`config.mk`:
```
export PLATFORM = sky130hd
export DESIGN_NAME = seq_mul
export DESIGN_NICKNAME = d
export VERILOG_FILES = /design/src/rtl/seq_mul.sv
export SDC_FILE = /design/constraint.sdc
export NUM_CORES = 1
export LEC_CHECK = 0
export CAP_MARGIN = 20
export CORE_MARGIN = 5
export CORE_UTILIZATION = 60
export CTS_CLUSTER_DIAMETER = 30
export DETAILED_ROUTE_END_ITERATION = 12
export GPL_TIMING_DRIVEN = 0
export PLACE_DENSITY = 0.82
export SLEW_MARGIN = 10
export SYNTH_ARGS = -nofsm -noshare
export SYNTH_HDL_FRONTEND = slang
export SYNTH_SLANG_ARGS = --single-unit
```
`constraint.sdc`:
```
create_clock -name clk -period 6 [get_ports clk]
set_clock_uncertainty 0.05 [all_clocks]
set_input_delay 1.2 -clock clk [delete_from_list [all_inputs] [get_ports clk]]
set_output_delay 1.2 -clock clk [all_outputs]
set_load 0.1 [all_outputs]
```
`src/rtl/seq_mul.sv`:
```
// Iterative shift-add multiplier on operand magnitudes, STEP multiplier bits per BUSY cycle.
// Result valid WIDTH/STEP edges after accept; held until out_ready, in_ready low outside IDLE.
module seq_mul #(
    parameter int WIDTH = 32,
    parameter int STEP  = 1
) (
    input  logic             clk,
    input  logic             rst,
    input  logic             in_valid,
    output logic             in_ready,
    input  logic             is_signed,
    input  logic [WIDTH-1:0] multiplicand,
    input  logic [WIDTH-1:0] multiplier,
    output logic             out_valid,
    input  logic             out_ready,
    output logic [WIDTH-1:0] product_hi,
    output logic [WIDTH-1:0] product_lo
);

    localparam int NSTEP = WIDTH / STEP;
    localparam int CW    = $clog2(NSTEP + 1);
    localparam int PW    = 2 * WIDTH;

    typedef enum logic [1:0] {
        IDLE = 2'd0,
        BUSY = 2'd1,
        DONE = 2'd2
    } state_t;

    state_t           state, state_nxt;
    logic [PW-1:0]    acc;
    logic [PW-1:0]    sh_a;
    logic [WIDTH-1:0] mag_b;
    logic             neg;
    logic [CW-1:0]    counter;

    logic [PW-1:0]    partial;
    logic [PW-1:0]    acc_sum;
    logic [PW-1:0]    prod_fin;
    logic             accept;
    logic             last_step;

    // The most negative value maps to 2^(WIDTH-1), which still fits unsigned in WIDTH bits.
    function automatic logic [WIDTH-1:0] magnitude(input logic [WIDTH-1:0] v, input logic sgn);
        if (sgn && v[WIDTH-1])
            return ~v + WIDTH'(1);
        else
            return v;
    endfunction

    assign accept    = in_valid && (state == IDLE);
    assign last_step = (state == BUSY) && (counter == CW'(1));

    // sh_a already carries the current bit offset, so each partial is a plain shift-and-select.
    always_comb begin
        partial = '0;
        for (int j = 0; j < STEP; j++) begin
            if (mag_b[j])
                partial = partial + (sh_a << j);
        end
        acc_sum  = acc + partial;
        prod_fin = neg ? (~acc_sum + PW'(1)) : acc_sum;
    end

    always_ff @(posedge clk) begin
        if (rst)
            state <= IDLE;
        else
            state <= state_nxt;
    end

    always_comb begin
        state_nxt = state;
        in_ready  = 1'b0;
        out_valid = 1'b0;
        unique case (state)
            IDLE: begin
                in_ready = 1'b1;
                if (in_valid)
                    state_nxt = BUSY;
            end
            BUSY: begin
                if (last_step)
                    state_nxt = DONE;
            end
            DONE: begin
                out_valid = 1'b1;
                if (out_ready)
                    state_nxt = IDLE;
            end
            default: state_nxt = IDLE;
        endcase
    end

    always_ff @(posedge clk) begin
        if (rst) begin
            acc        <= '0;
            sh_a       <= '0;
            mag_b      <= '0;
            neg        <= 1'b0;
            counter    <= '0;
            product_hi <= '0;
            product_lo <= '0;
        end else begin
            if (accept) begin
                sh_a    <= {{WIDTH{1'b0}}, magnitude(multiplicand, is_signed)};
                mag_b   <= magnitude(multiplier, is_signed);
                neg     <= is_signed & (multiplicand[WIDTH-1] ^ multiplier[WIDTH-1]);
                acc     <= '0;
                counter <= CW'(NSTEP);
            end else if (state == BUSY) begin
                acc     <= acc_sum;
                sh_a    <= sh_a << STEP;
                mag_b   <= mag_b >> STEP;
                counter <= counter - CW'(1);
                if (last_step)
                    {product_hi, product_lo} <= prod_fin;
            end
        end
    end

endmodule

```
==> results_dict.tcl, run 1 <==
set metrics [dict create \
    status "finished clean" \
    multi_input_area_um2 11210 \
    setup_viol 0 \
    antenna_found_initial 1 \
    port-buffer-count 133 \
    vdd.ir_drop.worst_mv 0.2610 \
    hold_path.startpoint "product_lo[27]$_SDFFE_PP0P_" \
    synth_seq_cells 233 \
    die_w_um 176.2 \
    routabilityCongestion 1.008 \
    critPathMaxStageDelay_ns 0.75 \
    yosysMostFrequentCell "nand2_1" \
    power_w 0.005305 \
    vias 19250 \
    root_buffer "clkbuf_16" \
    syn_avg_cell_area_um2 7.147 \
    nNetsFinal 2640 \
    drc 0 \
    fin_crit_sh_pct 99.44 \
    viasPerCell 6.607 \
    yosysTopAreaCell "dfxtp_1" \
    synth_edf_count 0 \
    drive_above_1_share_pct 5.625 \
    grt_pass1_vias 18030 \
    cellPowerDensity_nw_per_um2 263.7 \
    hold_viol_final 0 \
    grt_first_pass_wirelength_um 100300 \
    rsz0062_at_grt "false" \
    regToRegEndpoint "product_hi[29]$_SDFFE_PP0P_" \
    finalWirelength_um 65590 \
    min_to "product_lo[27]$_SDFFE_PP0P_" \
    drt_iter0_markers 2755 \
    yosys-top-cells-area "dfxtp_1 28%, nand2_1 10%, a21oi_1 7.0%" \
    path_clk_slew_ns 0.05 \
    tritoncts "yes" \
    h-tree-depth 2 \
    slew_violations 0 \
    yosysWarnings 0 \
    ys.flop_type "dfxtp_1" \
    synthArstFlopShare_pct 0 \
    hpwl_um 48690 \
    slew_headroom_pct 19.38 \
    postCtsHoldBufs 0 \
    r2r_start "mag_b[0]$_SDFFE_PP0P_" \
    holdCritPathClass "flip-flop to flip-flop" \
    syn_to_final_growth_pct 21.39 \
    min_period_ns 5.966 \
    cp_slowest_cell "a311oi_2" \
    cts_buffer_depth 3 \
    drt-met1-wl_um 25940 \
    end_kind "flip-flop" \
    syn_nets 2457 \
    numCtsBuffers 49 \
    drv_cap 0 \
    routed-wl-met2_um 28430 \
    worst_ep_required_time_ns 6.37 \
    leakagePower_nw 7.327 \
    clock.fmax_ghz 0.1676 \
    yosysTopAreaCellShare_pct 28.14 \
    synth_area_um2 16570 \
    clock_latency_ns 0.57 \
    synth_cells 2319 \
    io_pins 135 \
    finalInstanceArea_um2 20120 \
    ff2ff_setup_slack_ns 0.03 \
    crit_chain "and2_1, ha_1, inv_1, fa_1, nand2b_1, a211oi_4, o21ai_1, a311oi_2, nor2_1, o311ai_1, nand2_1, or3_4, o41ai_1, xor2_1, a211oi_1" \
    fillers 1902 \
    grt_max_degree 21 \
    yosysSeqAreaShare_pct 28.14 \
    rr_worst_depth 15 \
    detail-route-antenna-nets 0 \
    dr.max_layer_used "met5" \
    post_dp_cell_area_um2 18370 \
    holdPathStages 2 \
    track_usage_pct 40.52 \
    grt_remaining_overflow 0 \
    diodes 0 \
    wire_per_inst_um 22.51 \
    core.rowCount 60 \
    synth_cell_types 86 \
    path_max_fanout 20 \
    core_um2 27100 \
    worst_pin_slew_ns 1.209 \
    cp-start-kind "flip-flop" \
    path_class "flip-flop to flip-flop" \
    cp.arrival_ns 6.34 \
    dieArea_um2 31050 \
    wl_met3_um 7755 \
    clock-sinks 233 \
    die_h_um 176.2 \
    initial_core_util_pct 61.16 \
    seqCellArea_um2 4666 \
    firstDrtPassIters 7 \
    synthTopCellsByCount "445 x nand2_1, 274 x nor2_1, 233 x a21oi_1, 233 x dfxtp_1, 136 x clkbuf_1" \
]
kinds of logic (layout without fill, tap and decap cells):
family                   count (synthesis)  count (layout)  share of synthesized area (%)
AND/OR/NAND/NOR                       1024            1024                          28.01
AO/OA/AOI/OAI                          633             633                          25.02
flip-flops                             233             233                          28.14
buffers and inverters                  188             411                          4.401
XOR/XNOR                               163             163                          8.613
adder cells (fa/ha/maj)                 69              69                          5.254
multiplexers                             9               9                         0.5662
per-stage QoR:
step           hold WS [ns]  setup TNS (ns)  utilization (%)  setup slack [ns]  instances
6_report             0.4094               0            74.24           0.03363       2914
5_1_grt              0.4296               0            74.24         0.0007763       2914
4_1_cts              0.4057               0            74.12            0.2760       2913
3_5_place_dp         0.3968          -9.714            67.79           -0.6885       2824
3_3_place_gp         0.3933          -6.660            67.79           -0.5695       2824
2_1_floorplan        0.3866               0                -             1.335       2319
state kept, by name (all words and copies together), names as in the netlist:
signal      flops
state           2
sh_a           64
product_hi     32
product_lo     32
acc            64
counter         6
mag_b          32
neg             1
layout by cell type (no fill, tap or decap), types with 7 or more instances in the layout:
master and n:
or3_1 12, clkbuf_16 50, o41ai_1 9, o211ai_1 9
a21o_1 15, nor2b_1 7, nand3_1 21, a211oi_1 74
clkinvlp_4 8, nor3_1 44, o31ai_1 26, buf_1 10
clkinv_2 8, and3_1 10, nand2_1 445, clkdlybuf4s50_1 133
nand2b_1 15, buf_2 16, a21oi_1 233, inv_1 25
xor2_1 88, xnor2_1 73, nor4_1 19, ha_1 68
or2_2 7, o21a_1 12, a31oi_1 11, o21bai_1 11
nand4_1 47, o21ai_0 88, a311oi_1 61, clkbuf_1 139
nor2_1 274, and2_1 80, dfxtp_1 232, o21ai_1 16
worst max-delay path by stage:
stage	start	end	slack [ns]	depth (start not counted)
final	mag_b[0]$_SDFFE_PP0P_	product_hi[29]$_SDFFE_PP0P_	0.03	15
after detailed placement	mag_b[0]$_SDFFE_PP0P_	product_hi[29]$_SDFFE_PP0P_	-0.69	17
after global routing	mag_b[0]$_SDFFE_PP0P_	product_hi[29]$_SDFFE_PP0P_	0.0008	15
after CTS	mag_b[0]$_SDFFE_PP0P_	product_hi[29]$_SDFFE_PP0P_	0.28	16
after global placement	mag_b[0]$_SDFFE_PP0P_	product_hi[29]$_SDFFE_PP0P_	-0.57	17
after floorplan	mag_b[0]$_SDFFE_PP0P_	product_hi[28]$_SDFFE_PP0P_	1.33	19
what timing repair did:
action / in CTS / in global routing
setup buffers: 0 / 1
endpoints found under the setup margin: 31 / 10
resized for setup: 3 / 5
pin swaps: 0 / 2
cloned: 0 / 0
per-layer routing:
metal	global-route usage, %	up-vias
li1	-	8617
met1	52.90	8923
met2	64.51	1434
met3	9.229	278
met4	17.41	2
met5	0	-
layout make-up:
cell class | instances | area share [%]
inverters | 25 | 0.4664
repair buffers | 134 | 6.654
multi-input cells | 1898 | 55.73
clock buffers | 58 | 6.517
flip-flops and latches | 233 | 23.19
well taps | 372 | 2.313
plain buffers | 161 | 3.122
clock inverters | 33 | 2.002
critical path: cells and delay by family (launching register included):
kind,cells,cell delay (ns)
AND/OR/NAND/NOR,5,1.53
adder cells (fa/ha/maj),2,0.62
flip-flops,1,0.62
buffers and inverters,1,0.07
XOR/XNOR,1,0.29
AO/OA/AOI/OAI,6,2.60
report_power, final:
part	switching [W]	internal (W)	total [W]
Combinational	0.000588	0.000258	0.000846
Sequential	0.0000523	0.00161	0.00167
Clock	0.000990	0.00180	0.00279
Total	0.00163	0.00368	0.00530
Note: power is estimated with default switching activity, not from simulation.
==> inputs of run 2 (changes only) <==
Settings changed: REMOVE_ABC_BUFFERS set to 1.
==> results_dict.tcl, run 2 (synthesis gave the netlist of run 1 again) <==
set metrics [dict create \
    path_class "flip-flop to flip-flop" \
    crit_chain "and2_1, ha_1, inv_1, fa_1, nand2b_1, a211oi_4, o21ai_1, a211oi_2, nor2_1, xnor2_1, or3_1, nand3b_1, or3_4, o41ai_1, xor2_1, a211oi_1" \
    slew_violations 0 \
    stdcell_count 2766 \
    firstDrtPassIters 6 \
    cp_slowest_cell "or3_4" \
    vdd.ir_drop.worst_mv 0.2326 \
    die_h_um 176.2 \
    h-tree-depth 2 \
    setup_viol 0 \
    core.rowCount 60 \
    dieArea_um2 31050 \
    nNetsFinal 2495 \
    finalInstanceArea_um2 19930 \
    end_kind "flip-flop" \
    grt_first_pass_wirelength_um 83770 \
    grt_max_degree 98 \
    tns_ns 0 \
    grt_remaining_overflow 0 \
    final_cell_mix "444 x nand2_1, 274 x nor2_1, 233 x a21oi_1" \
    clock-sinks 233 \
    rsz0062_at_grt "false" \
    fin_ws_ns 0.4516 \
    crit_start "mag_b[0]$_SDFFE_PP0P_" \
    antenna_found_initial 0 \
    power_w 0.005413 \
    post_dp_cell_area_um2 18040 \
    dp_slack_ns -0.2449 \
    finalWirelength_um 51560 \
    clockPowerShare_pct 55.1 \
    viasPerCell 6.231 \
    p_comb_share_pct 14.1 \
    drive_above_1_share_pct 5.973 \
    grt_pass1_vias 16220 \
    root_buffer "clkbuf_16" \
    min_period_ns 5.548 \
    crit_buf_inv 1 \
    cts_buffer_depth 3 \
    critical-path-top-delay-family "simple AND/OR/NAND/NOR gates" \
    path_max_fanout 34 \
    fin_crit_sh_pct 92.47 \
    worst_pin_slew_ns 1.029 \
    status "finished clean" \
    detail-route-antenna-nets 0 \
    postCtsHoldBufs 0 \
    cp.arrival_ns 5.96 \
    core_um2 27100 \
    intPower_w 0.003944 \
    numCtsBuffers 50 \
    diodes 0 \
    top_regs "acc x64, sh_a x64" \
    path_clk_slew_ns 0.05 \
    io_pins 135 \
    port-buffer-count 134 \
    hpwl_um 37290 \
    syn_to_final_growth_pct 20.23 \
    die_w_um 176.2 \
    dp_cells 2675 \
    clock_latency_ns 0.55 \
    final_common_cell "nand2_1" \
    drv_cap 0 \
    leakagePower_nw 7.288 \
    critPathMaxStageDelay_ns 0.55 \
    initial_core_util_pct 61.16 \
    track_usage_pct 32.27 \
    hold_path.startpoint "product_lo[27]$_SDFFE_PP0P_" \
    worst_ep_required_time_ns 6.41 \
    wire_per_inst_um 18.64 \
    tritoncts "yes" \
    switching_share_pct 27.14 \
    cp-start-kind "flip-flop" \
    vias 17240 \
    hold_viol_final 0 \
    drt_iter0_markers 1638 \
    power_frac_seq_pct 30.7 \
    drc 0 \
    routabilityCongestion 0.9419 \
    switchingPower_w 0.001469 \
    holdCritPathClass "flip-flop to flip-flop" \
    slew_headroom_pct 30.98 \
    cellPowerDensity_nw_per_um2 271.6 \
    r2r_start "mag_b[0]$_SDFFE_PP0P_" \
    clock.fmax_ghz 0.1802 \
]
run 2: cell count changes in the layout (fill, tap and decap cells not counted), moves of 3 or more:
cell	delta
clkinv_2	-4
inv_6	-3
buf_2	-15
buf_16	+6
buf_12	+6
clkbuf_1	-136
clkinv_4	+3
clkinvlp_4	-3
bufinv_16	+5
clkbuf_8	+4
buf_1	-9
run 2: per-layer routing:
metal	up-vias	GRT usage [%]	wire length, um
li1	8333	-	-
met5	-	0	0
met4	0	8.512	1220
met2	755	49.88	22080
met1	8054	46.36	23410
met3	94	6.060	4845
run 2: worst paths after layout:
check / end / slack (ns) / cells past startpoint
worst max register to register: product_hi[29]$_SDFFE_PP0P_ / 0.45 / 16
worst min register to register: product_lo[27]$_SDFFE_PP0P_ / 0.40 / 2
worst max-delay path: product_hi[29]$_SDFFE_PP0P_ / 0.45 / 16
worst min-delay path: product_lo[27]$_SDFFE_PP0P_ / 0.40 / 2
run 2: final cells by class:
type                            count  area (um2)
Clock inverter                     28       447.9
Multi-Input combinational cell   1898       11230
Clock buffer                       61        1384
Sequential cell                   233        4669
Tap cell                          372       465.4
Fill cell                        2085        7173
Timing Repair Buffer              149        1640
Inverter                           25       93.84
run 2: repair_timing:
action | in CTS | in global routing
endpoints found under the setup margin | 4 | 8
gates resized for setup | 1 | 2
gates cloned | 0 | 0
hold endpoints to repair | 0 | 0
pin swaps | 1 | 0
buffers inserted | 1 | 1
run 2: per-stage QoR:
stage	hold WS [ns]	util, %
final	0.4043	73.53
after global routing	0.4199	73.53
after CTS	0.4068	73.38
after detailed placement	0.3942	66.58
after global placement	0.3886	65.48
after floorplan	0.3866	-
run 2: tightest hold or removal path, cell delays in order, from the launching register on:
cell and delay (ns):
dfxtp_1 0.30, nand2_1 0.05, a21oi_1 0.05
run 2: power groups by stage:
stage          sequential, W  combinational (W)  clock [W]
3_3_place_gp         0.00169           0.000703          0
2_1_floorplan        0.00176           0.000411          0
3_5_place_dp         0.00169           0.000733          0
5_1_grt              0.00167           0.000821    0.00309
4_1_cts              0.00167           0.000747    0.00300
6_report             0.00166           0.000764    0.00298
